## src/rtl/register_file_if.sv

```systemverilog
// rtl/register_file_if.sv - Dispatcher/RoB facing bundle of the architectural register file.
interface register_file_if #(
  parameter int RoB_WIDTH = 3
);
  logic                 rdy_in;
  logic                 commit_en;
  logic [5:0]           commit_reg;
  logic [RoB_WIDTH-1:0] commit_index;
  logic [31:0]          commit_data;
  logic                 rename_en;
  logic [4:0]           rename_reg;
  logic [RoB_WIDTH-1:0] rename_index;
  logic                 flush_in;
  logic [4:0]           rs1_reg;
  logic [4:0]           rs2_reg;
  logic                 rs1_busy;
  logic [RoB_WIDTH-1:0] rs1_tag;
  logic [31:0]          rs1_value;
  logic                 rs2_busy;
  logic [RoB_WIDTH-1:0] rs2_tag;
  logic [31:0]          rs2_value;
  logic [5:0]           busy_count;

  modport master (
    output rdy_in, commit_en, commit_reg, commit_index, commit_data,
    output rename_en, rename_reg, rename_index, flush_in, rs1_reg, rs2_reg,
    input  rs1_busy, rs1_tag, rs1_value, rs2_busy, rs2_tag, rs2_value, busy_count
  );

  modport slave (
    input  rdy_in, commit_en, commit_reg, commit_index, commit_data,
    input  rename_en, rename_reg, rename_index, flush_in, rs1_reg, rs2_reg,
    output rs1_busy, rs1_tag, rs1_value, rs2_busy, rs2_tag, rs2_value, busy_count
  );
endinterface

```

## src/rtl/register_file.sv

```systemverilog
// rtl/register_file.sv - Architectural register file x0..x31 with per-register RoB rename tags.
module register_file #(
  parameter int RoB_WIDTH = 3
) (
  input logic           clk_in,
  input logic           rst_in,
  register_file_if.slave rf
);

  logic [31:0]          value_q [32];
  logic [31:0]          value_d [32];
  logic [31:0]          busy_q;
  logic [31:0]          busy_d;
  logic [RoB_WIDTH-1:0] tag_q   [32];
  logic [RoB_WIDTH-1:0] tag_d   [32];
  logic [5:0]           busy_count_q;
  logic [5:0]           busy_count_d;

  logic [4:0] commit_r;
  logic       unused_commit_hi;

  assign commit_r         = rf.commit_reg[4:0];
  assign unused_commit_hi = rf.commit_reg[5];

  always_comb begin
    for (int i = 0; i < 32; i++) begin
      value_d[i] = value_q[i];
      tag_d[i]   = tag_q[i];
    end
    busy_d       = busy_q;
    busy_count_d = '0;

    if (rf.commit_en && commit_r != 5'd0) begin
      value_d[commit_r] = rf.commit_data;
      // A younger rename owns the register: keep its busy/tag, write value only.
      if (busy_q[commit_r] && tag_q[commit_r] == rf.commit_index) begin
        busy_d[commit_r] = 1'b0;
        tag_d[commit_r]  = '0;
      end
    end

    if (rf.rename_en && rf.rename_reg != 5'd0 && !rf.flush_in) begin
      busy_d[rf.rename_reg] = 1'b1;
      tag_d[rf.rename_reg]  = rf.rename_index;
    end

    if (rf.flush_in) begin
      busy_d = '0;
      for (int i = 0; i < 32; i++) tag_d[i] = '0;
    end

    for (int i = 0; i < 32; i++) busy_count_d = busy_count_d + 6'(busy_d[i]);
  end

  always_ff @(posedge clk_in or negedge rst_in) begin
    if (!rst_in) begin
      for (int i = 0; i < 32; i++) begin
        value_q[i] <= '0;
        tag_q[i]   <= '0;
      end
      busy_q       <= '0;
      busy_count_q <= '0;
    end else if (rf.rdy_in) begin
      for (int i = 0; i < 32; i++) begin
        value_q[i] <= value_d[i];
        tag_q[i]   <= tag_d[i];
      end
      busy_q       <= busy_d;
      busy_count_q <= busy_count_d;
    end
  end

  // Commit bypass lets the Dispatcher see a result in the cycle it retires.
  function automatic logic [RoB_WIDTH+32:0] read_port(input logic [4:0] rs);
    logic hit;
    hit = rf.rdy_in && busy_q[rs] && rf.commit_en && commit_r == rs &&
          tag_q[rs] == rf.commit_index;
    if (hit) return {1'b0, {RoB_WIDTH{1'b0}}, rf.commit_data};
    return {busy_q[rs], tag_q[rs], value_q[rs]};
  endfunction

  assign {rf.rs1_busy, rf.rs1_tag, rf.rs1_value} = read_port(rf.rs1_reg);
  assign {rf.rs2_busy, rf.rs2_tag, rf.rs2_value} = read_port(rf.rs2_reg);
  assign rf.busy_count = busy_count_q;

endmodule

```

## src/flat_wrapper.sv

```systemverilog
// flat-port wrapper written by rule: the top's interface ports become plain ports
module register_file_flat 
#(
  parameter int RoB_WIDTH = 3
)
  (clk_in, rst_in, rf_rdy_in, rf_commit_en, rf_commit_reg, rf_commit_index, rf_commit_data, rf_rename_en, rf_rename_reg, rf_rename_index, rf_flush_in, rf_rs1_reg, rf_rs2_reg, rf_rs1_busy, rf_rs1_tag, rf_rs1_value, rf_rs2_busy, rf_rs2_tag, rf_rs2_value, rf_busy_count);
  register_file_if #(.RoB_WIDTH(RoB_WIDTH)) rf_i ();
  input logic clk_in;
  input logic rst_in;
  input wire logic [$bits(rf_i.rdy_in)-1:0] rf_rdy_in;
  input wire logic [$bits(rf_i.commit_en)-1:0] rf_commit_en;
  input wire logic [$bits(rf_i.commit_reg)-1:0] rf_commit_reg;
  input wire logic [$bits(rf_i.commit_index)-1:0] rf_commit_index;
  input wire logic [$bits(rf_i.commit_data)-1:0] rf_commit_data;
  input wire logic [$bits(rf_i.rename_en)-1:0] rf_rename_en;
  input wire logic [$bits(rf_i.rename_reg)-1:0] rf_rename_reg;
  input wire logic [$bits(rf_i.rename_index)-1:0] rf_rename_index;
  input wire logic [$bits(rf_i.flush_in)-1:0] rf_flush_in;
  input wire logic [$bits(rf_i.rs1_reg)-1:0] rf_rs1_reg;
  input wire logic [$bits(rf_i.rs2_reg)-1:0] rf_rs2_reg;
  output wire logic [$bits(rf_i.rs1_busy)-1:0] rf_rs1_busy;
  output wire logic [$bits(rf_i.rs1_tag)-1:0] rf_rs1_tag;
  output wire logic [$bits(rf_i.rs1_value)-1:0] rf_rs1_value;
  output wire logic [$bits(rf_i.rs2_busy)-1:0] rf_rs2_busy;
  output wire logic [$bits(rf_i.rs2_tag)-1:0] rf_rs2_tag;
  output wire logic [$bits(rf_i.rs2_value)-1:0] rf_rs2_value;
  output wire logic [$bits(rf_i.busy_count)-1:0] rf_busy_count;
  assign rf_i.rdy_in = rf_rdy_in;
  assign rf_i.commit_en = rf_commit_en;
  assign rf_i.commit_reg = rf_commit_reg;
  assign rf_i.commit_index = rf_commit_index;
  assign rf_i.commit_data = rf_commit_data;
  assign rf_i.rename_en = rf_rename_en;
  assign rf_i.rename_reg = rf_rename_reg;
  assign rf_i.rename_index = rf_rename_index;
  assign rf_i.flush_in = rf_flush_in;
  assign rf_i.rs1_reg = rf_rs1_reg;
  assign rf_i.rs2_reg = rf_rs2_reg;
  assign rf_rs1_busy = rf_i.rs1_busy;
  assign rf_rs1_tag = rf_i.rs1_tag;
  assign rf_rs1_value = rf_i.rs1_value;
  assign rf_rs2_busy = rf_i.rs2_busy;
  assign rf_rs2_tag = rf_i.rs2_tag;
  assign rf_rs2_value = rf_i.rs2_value;
  assign rf_busy_count = rf_i.busy_count;
  register_file #(.RoB_WIDTH(RoB_WIDTH)) u_core (.clk_in(clk_in), .rst_in(rst_in), .rf(rf_i));
endmodule
```

## config.mk

```make
export PLATFORM = sky130hd
export DESIGN_NAME = register_file_flat
export DESIGN_NICKNAME = d
export VERILOG_FILES = /design/src/rtl/register_file_if.sv /design/src/rtl/register_file.sv /design/src/flat_wrapper.sv
export SDC_FILE = /design/constraint.sdc
export NUM_CORES = 2
export LEC_CHECK = 0
export BUFFER_PORTS_ARGS = -buffer_cell sky130_fd_sc_hd__buf_4
export CORE_MARGIN = 2
export CORE_UTILIZATION = 35
export DETAILED_ROUTE_END_ITERATION = 7
export SLEW_MARGIN = 20
export SYNTH_ARGS = -nofsm -noshare
export SYNTH_HDL_FRONTEND = slang
export SYNTH_SLANG_ARGS = --single-unit
```

## constraint.sdc

```tcl
create_clock -name clk_in -period 9.7 [get_ports clk_in]
set_clock_uncertainty 0.2 [all_clocks]
set_input_delay 0.97 -clock clk_in [delete_from_list [all_inputs] [get_ports clk_in]]
set_output_delay 0.97 -clock clk_in [all_outputs]
set_load 0.05 [all_outputs]
```

* After elaboration in Yosys (flattened, before gate mapping)
Index checks and enable logic that the tools add are counted.
Storage, ports and cells: flip-flop bits (word level) 1158, input bits 65, output and inout port bits 78, logic and storage cells 190
Operators by class: add/subtract/negate cells 31, order comparisons 12, equal/unequal tests 5, muxes and demuxes 47, bitwise gates (word level) 9, reduce and logical (&&, ||, !) cells 20
Operators by type and width (number):
- 1024-bit bitwise mux | 1
- 96-bit 2-to-1 mux | 4
- 32-bit binary-select mux with 5-bit select | 2
- 32-bit 2-to-1 mux | 9
- 6-bit by 1-bit adder with 6-bit output | 30
- 32-bit demux with 5-bit select | 1
- 36-bit 2-to-1 mux | 4
- 96-bit bitwise AND | 1
- 96-bit bitwise mux | 1
- 96-bit inverter | 1
- 3-bit binary-select mux with 5-bit select | 3
- 32-bit bitwise AND | 1
- 32-bit inverter | 1
- 32-bit OR | 1
- 3-bit demux with 5-bit select | 2
- 6-bit >= comparator, second input constant | 4
- 5-bit by 6-bit < comparator with 1-bit output, second input constant | 4
- 3-bit 2-to-1 mux | 8
- 5-bit inverter with 6-bit output | 4
- 1-bit logical AND | 16
- 1-bit binary-select mux with 5-bit select | 3
- 6-bit by 1-bit < comparator with 1-bit output, second input constant | 2
- 1-bit demux with 5-bit select | 2
- 5-bit == test | 2
- 7 further kinds | 17

* Depth between registers and ports, before layout
depth in word-level cells 42, mapped depth 30, gate-level depth less buffers 24

* Worst setup path before layout
OpenSTA, ideal clock, no wires.
kind in2reg, start point input port rf_commit_reg[1], end point register u_core.busy_count_q[4], in the netlist u_core.rf.busy_count[4], setup time 125 ps, arrival 7854 ps, required time 9375 ps, setup slack 1522 ps, stages on the path 30, path buffers 6, path through buf_4 > buf_4 > buf_4 > buf_4 > mux2i_1 > o22ai_1 > nor3_1 > o21ai_0 > xor2_1 > clkbuf_1 > buf_2 > o31ai_1 > a21oi_1 > ha_1 > inv_1 > fa_1 > fa_1 > inv_1 > fa_1 > fa_1 > fa_1 > inv_1 > fa_1 > fa_1 > fa_1 > inv_1 > a21o_1 > a21oi_1 > xnor2_1 > mux2_2
Between the ends: word-level cells in the longest chain between the ends 42, elaborated cells between the ends (all ways) 53, those cells by class add/sub (31); order compare (2); eq/ne (1); mux (11); bitwise (4); reduce/logical (4)
RTL lines:
- start: declaration | RTL line flat_wrapper.sv:12 | input wire logic [$bits(rf_i.commit_reg)-1:0] rf_commit_reg;
- 5-bit by 6-bit < comparator with 1-bit output (not written as such), or another cell as far along | RTL line register_file.sv:37 | busy_d[commit_r] = 1'b0;
- 1-bit logical AND (not written as such) or 3-bit binary-select mux with 5-bit select (tied branches) | RTL line register_file.sv:37, register_file.sv:36
- 1-bit 2-to-1 mux (not written as such) or 3-bit 2-to-1 mux (tied branches) | RTL line register_file.sv:37, register_file.sv:36
- 1-bit demux with 5-bit select or 3-bit 2-to-1 mux (tied branches)
- 32-bit inverter (no line) or 3-bit == test (tied branches)
- 32-bit bitwise AND (no line) or 1-bit logical AND (tied branches)
- 32-bit 2-to-1 mux | RTL line register_file.sv:36 | if (busy_q[commit_r] && tag_q[commit_r] == rf.commit_index) begin
- 32-bit 2-to-1 mux (*) | RTL line register_file.sv:33 | if (rf.commit_en && commit_r != 5'd0) begin
- 32-bit OR (no line)
- 32-bit 2-to-1 mux (*) | RTL line register_file.sv:42 | if (rf.rename_en && rf.rename_reg != 5'd0 && !rf.flush_in) begin
- 32-bit 2-to-1 mux (*) | RTL line register_file.sv:47 | if (rf.flush_in) begin
- net u_core.busy_d[1] | RTL line register_file.sv:13 | logic [31:0] busy_d;
- 1-bit by 1-bit adder with 2-bit output (*) | RTL line register_file.sv:52 | for (int i = 0; i < 32; i++) busy_count_d = busy_count_d + 6'(busy_d[i]);
- 6-bit by 1-bit adder with 6-bit output (*) (30 in series) | RTL line register_file.sv:52
- end signal: assignment | RTL line register_file.sv:69 | busy_count_q <= busy_count_d;
- end: declaration | RTL line register_file.sv:16 | logic [5:0] busy_count_q;
Mark *: on every way through the listed nets, which the timed path passes. The rest lies on a longest branch. The select of a mux whose other input is x is not followed. A chain may end at the register's enable or synchronous reset.

* Final worst setup path
start point input port rf_commit_reg[1], end point register u_core.busy_count_q[4], in the netlist u_core.rf.busy_count[4]
Between the ends: elaborated cells between the ends (all ways) 53, those cells by class add/sub (31); order compare (2); eq/ne (1); mux (11); bitwise (4); reduce/logical (4)
RTL lines (RTL line):
- 5-bit by 6-bit < comparator with 1-bit output (not written as such), or another cell as far along | register_file.sv:37
- 1-bit logical AND (not written as such) or 3-bit binary-select mux with 5-bit select (tied branches) | register_file.sv:37, register_file.sv:36
- 1-bit 2-to-1 mux (not written as such) or 3-bit 2-to-1 mux (tied branches) | register_file.sv:37, register_file.sv:36
- 1-bit demux with 5-bit select or 3-bit 2-to-1 mux (tied branches)
- 32-bit inverter (no line) or 3-bit == test (tied branches)
- 32-bit bitwise AND (no line) or 1-bit logical AND (tied branches)
- 32-bit 2-to-1 mux | register_file.sv:36
- 32-bit 2-to-1 mux (*) | register_file.sv:33
- 32-bit OR (no line)
- 32-bit 2-to-1 mux (*) | register_file.sv:42
- 32-bit 2-to-1 mux (*) | register_file.sv:47
- net u_core.busy_d[14] | register_file.sv:13
- 6-bit by 1-bit adder with 6-bit output (*) (18 in series) | register_file.sv:52
Marked as above.

==> reports/qor.txt <==
fin nets = 4989
EDFF count, synth = 0
Pleak = 31.3 nW
outcome = finished, final reports clean
initial DRC count = 5216
R2R setup slack = 1.62 ns
Comb pwr share = 0.189
Max-Cap Viols = 0
HPWL after DPL = 130 mm
# Post-CTS Setup Buffers = 0
CTS tree = built
Int Power = 9.85 mW
FMAX = 116 MHz
number of port buffers = 141
post-synthesis cell area = 65700 um^2
worst min path class = in2async
Max-slew headroom = 0.109
Synth-to-Final Area Change = 12.0%
DR WL/cell = 30.3 um
total CTS buffers = 136
pwr/cell area = 189 nW/um^2
worst-margin pin slew = 1.32 ns
routed via count = 46.6k
initial core utilization = 0.353
Final ANT Viol Nets = 0
met2 usage = 0.362
post-route cell area = 73600 um^2
Distinct cells, synth = 69
top cells by area, synth = dfrtp_1, mux2_2, mux4_2, mux2i_1, a22oi_1
global route hottest layer = met2
switching pwr = 4.09 mW
I/O pin count = 143
Seq/Total Area, Yosys = 0.441
die width = 437 um
Mapped Cells = 5038
setup TNS = 0 ns
core area = 186000 um^2
met1 GRT Util = 0.316
vias in the first global route = 46.6k
VDD IR max = 154 uV
largest net degree at the start of global routing = 181
post-synthesis net count = 5135
Total Routing Usage GR = 0.233
Final Critical Period = 8.64 ns
startpoint types = input pin
R2R Path End = u_core.rf.busy_count[4]$_DFFE_PN0P_
Worst-Skew Late Latency = 0.79 ns
Crit. End Element = flop
crit path max-delay cell type = nor4_1
met3 usage = 0.0467
Die ar. = 191000 um^2
first-pass GRT wire length = 330 mm
asr flop ratio synth = 1.00
Reg2Reg Launch Point = u_core.busy_q[22]$_DFFE_PN0P_
final hold vios = 0
Crit Path Class = in2reg
share of cells above drive strength 1 = 0.419
RD Place Congestion = 0.943
critical path required time = 10.18 ns
CTS sink cnt = 1158
Placed Area = 68900 um^2
Routed WL = 227 mm
RSZ-0062 raised after global routing = false
DRC viols = 0
CP max FO = 45
initial antenna violation count = 7
Post-synth top flop = dfrtp_1
Fillers = 17.4k
Hold-fix buffers, CTS = 0
Final period util = 0.891
post-CTS resize count = 0
site row count = 158
Synth top area share = 0.441
Seq pwr share = 0.429
Clock Power Share = 0.382
Ys Warns = 0
grt total ovfl = 0
clock buffer depth = 3
Synth Area per Inst = 13.0 um^2
CTS Root Buffer Type = clkbuf_16
CP most frequent cell = fa_1
Data arrival, critical path = 9.12 ns
drt first pass iters = 6
H-tree depth = 4
Reg clk slew, reported paths = 0.06 ns
FF+latch count, synth = 1158
r2r worst-path depth = 23
die height = 437 um
final setup vio count = 0
final max-slew violation count = 0
max incr delay on CP = 0.72 ns
largest area contributor in the synthesized netlist = dfrtp_1
vias per inst = 6.23
switch share = 0.293
synthesized netlist by cell type, types with 6 or more instances:
cell type and number:
nand2b_1 15, a221oi_1 8, nand3_1 12, a211oi_1 136, buf_1 78, o41ai_1 9, a22oi_1 242, mux4_2 434
or3b_2 6, a21o_1 9, and3_1 8, mux2i_1 212, a21oi_1 105, buf_6 8, inv_1 78, fa_1 24
nand4_1 70, o22ai_1 28, xnor2_1 16, buf_2 98, nand3b_1 7, mux2_2 1125, a22o_1 6, clkbuf_1 337
nand2_1 189, and2_1 21, o311ai_0 16, buf_4 12, nor2b_1 80, nor2_1 97, o21ai_0 205, dfrtp_1 1158
nor3_1 25, o31ai_1 33, or3_1 6, o221ai_1 48, ha_1 8
worst max-delay path by stage:
stage	from	to	slack (ns)	depth (start not counted)
6_report	rf_commit_reg[1]	u_core.rf.busy_count[4]$_DFFE_PN0P_	1.06	25
2_1_floorplan	rf_commit_reg[1]	u_core.rf.busy_count[4]$_DFFE_PN0P_	1.52	30
4_1_cts	rf_commit_reg[1]	u_core.rf.busy_count[4]$_DFFE_PN0P_	1.37	25
3_5_place_dp	rf_commit_reg[1]	u_core.rf.busy_count[4]$_DFFE_PN0P_	0.56	26
5_1_grt	rf_commit_reg[1]	u_core.rf.busy_count[4]$_DFFE_PN0P_	0.84	25
3_3_place_gp	rf_commit_reg[1]	u_core.rf.busy_count[4]$_DFFE_PN0P_	0.57	25
layout make-up:
cell class | instances | area, um^2 | area share
multi-input combinational | 3268 | 34500 | 0.469
sequential | 1158 | 29000 | 0.394
inverter | 78 | 294 | 0.00400
tap | 2480 | 3100 | 0.0422
timing repair buffer | 250 | 2030 | 0.0276
antenna | 2 | 5.00 | 0.0000680
clock buffer | 201 | 4000 | 0.0544
clock inverter | 43 | 657 | 0.00893
cells in the final DEF, fill, tap and decap left out, types with 7 or more instances in the layout:
| master | n |
|---|---|
| nor2_1 | 69 |
| nand3b_1 | 7 |
| o21ai_0 | 205 |
| bufinv_16 | 8 |
| o221ai_1 | 47 |
| ha_1 | 8 |
| o311ai_0 | 15 |
| xnor2_1 | 16 |
| clkbuf_1 | 31 |
| o31ai_1 | 33 |
| nor2b_1 | 78 |
| a22oi_1 | 242 |
| nor2_4 | 28 |
| a211oi_1 | 136 |
| nand3_1 | 12 |
| o41ai_1 | 8 |
| inv_1 | 77 |
| mux2i_1 | 212 |
| a221oi_1 | 8 |
| nand2_1 | 185 |
| clkbuf_16 | 137 |
| a21oi_1 | 105 |
| o22ai_1 | 28 |
| mux2_2 | 1125 |
| nor3_1 | 24 |
| clkinv_2 | 18 |
| mux4_2 | 434 |
| buf_4 | 236 |
| fa_1 | 24 |
| nand2b_1 | 7 |
| dfrtp_1 | 1158 |
| and2_1 | 19 |
| nand4_1 | 70 |
| clkbuf_8 | 33 |
| a21o_1 | 9 |
| buf_12 | 9 |
worst max-delay path, delay by kind of cell:
| family | cells | cell delay (ns) |
|---|---|---|
| AO/OA/AOI/OAI | 6 | 1.57 |
| XOR/XNOR | 1 | 0.12 |
| adder cells (fa/ha/maj) | 8 | 3.81 |
| buffers and inverters | 7 | 1.51 |
| multiplexers | 2 | 0.35 |
| AND/OR/NAND/NOR | 1 | 0.72 |
power groups by stage:
stage	clock network [mW]	registers [mW]	logic, mW
after floorplan	0	5.87	1.91
after global placement	0	5.99	2.60
after detailed placement	0	6.04	2.64
after CTS	5.40	5.95	2.64
after global routing	5.61	6.05	2.83
final	5.32	5.98	2.63
metal layers:
layer | vias up | routed length, um
met5 | - | 36
met4 | 6 | 10600
met3 | 514 | 18100
met2 | 2205 | 103000
met1 | 24900 | 94400
li1 | 19000 | -
logic make-up after synthesis:
group	share of synthesized area
AOI/OAI and AO/OA	0.0889
xor gates and xnor gates	0.00267
adders and majority gates	0.00884
buffers and inverters	0.0385
DFF	0.441
muxes	0.375
and+or+nand+nor	0.0451
stage by stage:
| stage | util | power [mW] | hold WS (ns) | setup WS [ns] | instances |
|---|---|---|---|---|---|
| after floorplan | - | 7.79 | 0.241 | 1.52 | 5038 |
| after detailed placement | 0.371 | 8.67 | 0.184 | 0.564 | 7233 |
| after CTS | 0.396 | 14.0 | 0.0492 | 1.37 | 7477 |
| after global placement | 0.371 | 8.59 | 0.180 | 0.574 | 7233 |
| final | 0.396 | 13.9 | 0.0288 | 1.06 | 7480 |
| after global routing | 0.396 | 14.5 | 0.0798 | 0.844 | 7479 |
flip-flops by register name, indices dropped and copies added, names as in the netlist:
| register | cells |
|---|---|
| u_core.busy_q | 32 |
| u_core.rf.busy_count | 6 |
| u_core.value_q | 1024 |
| u_core.tag_q | 96 |
No activity file was read; power rests on OpenSTA's default activity.
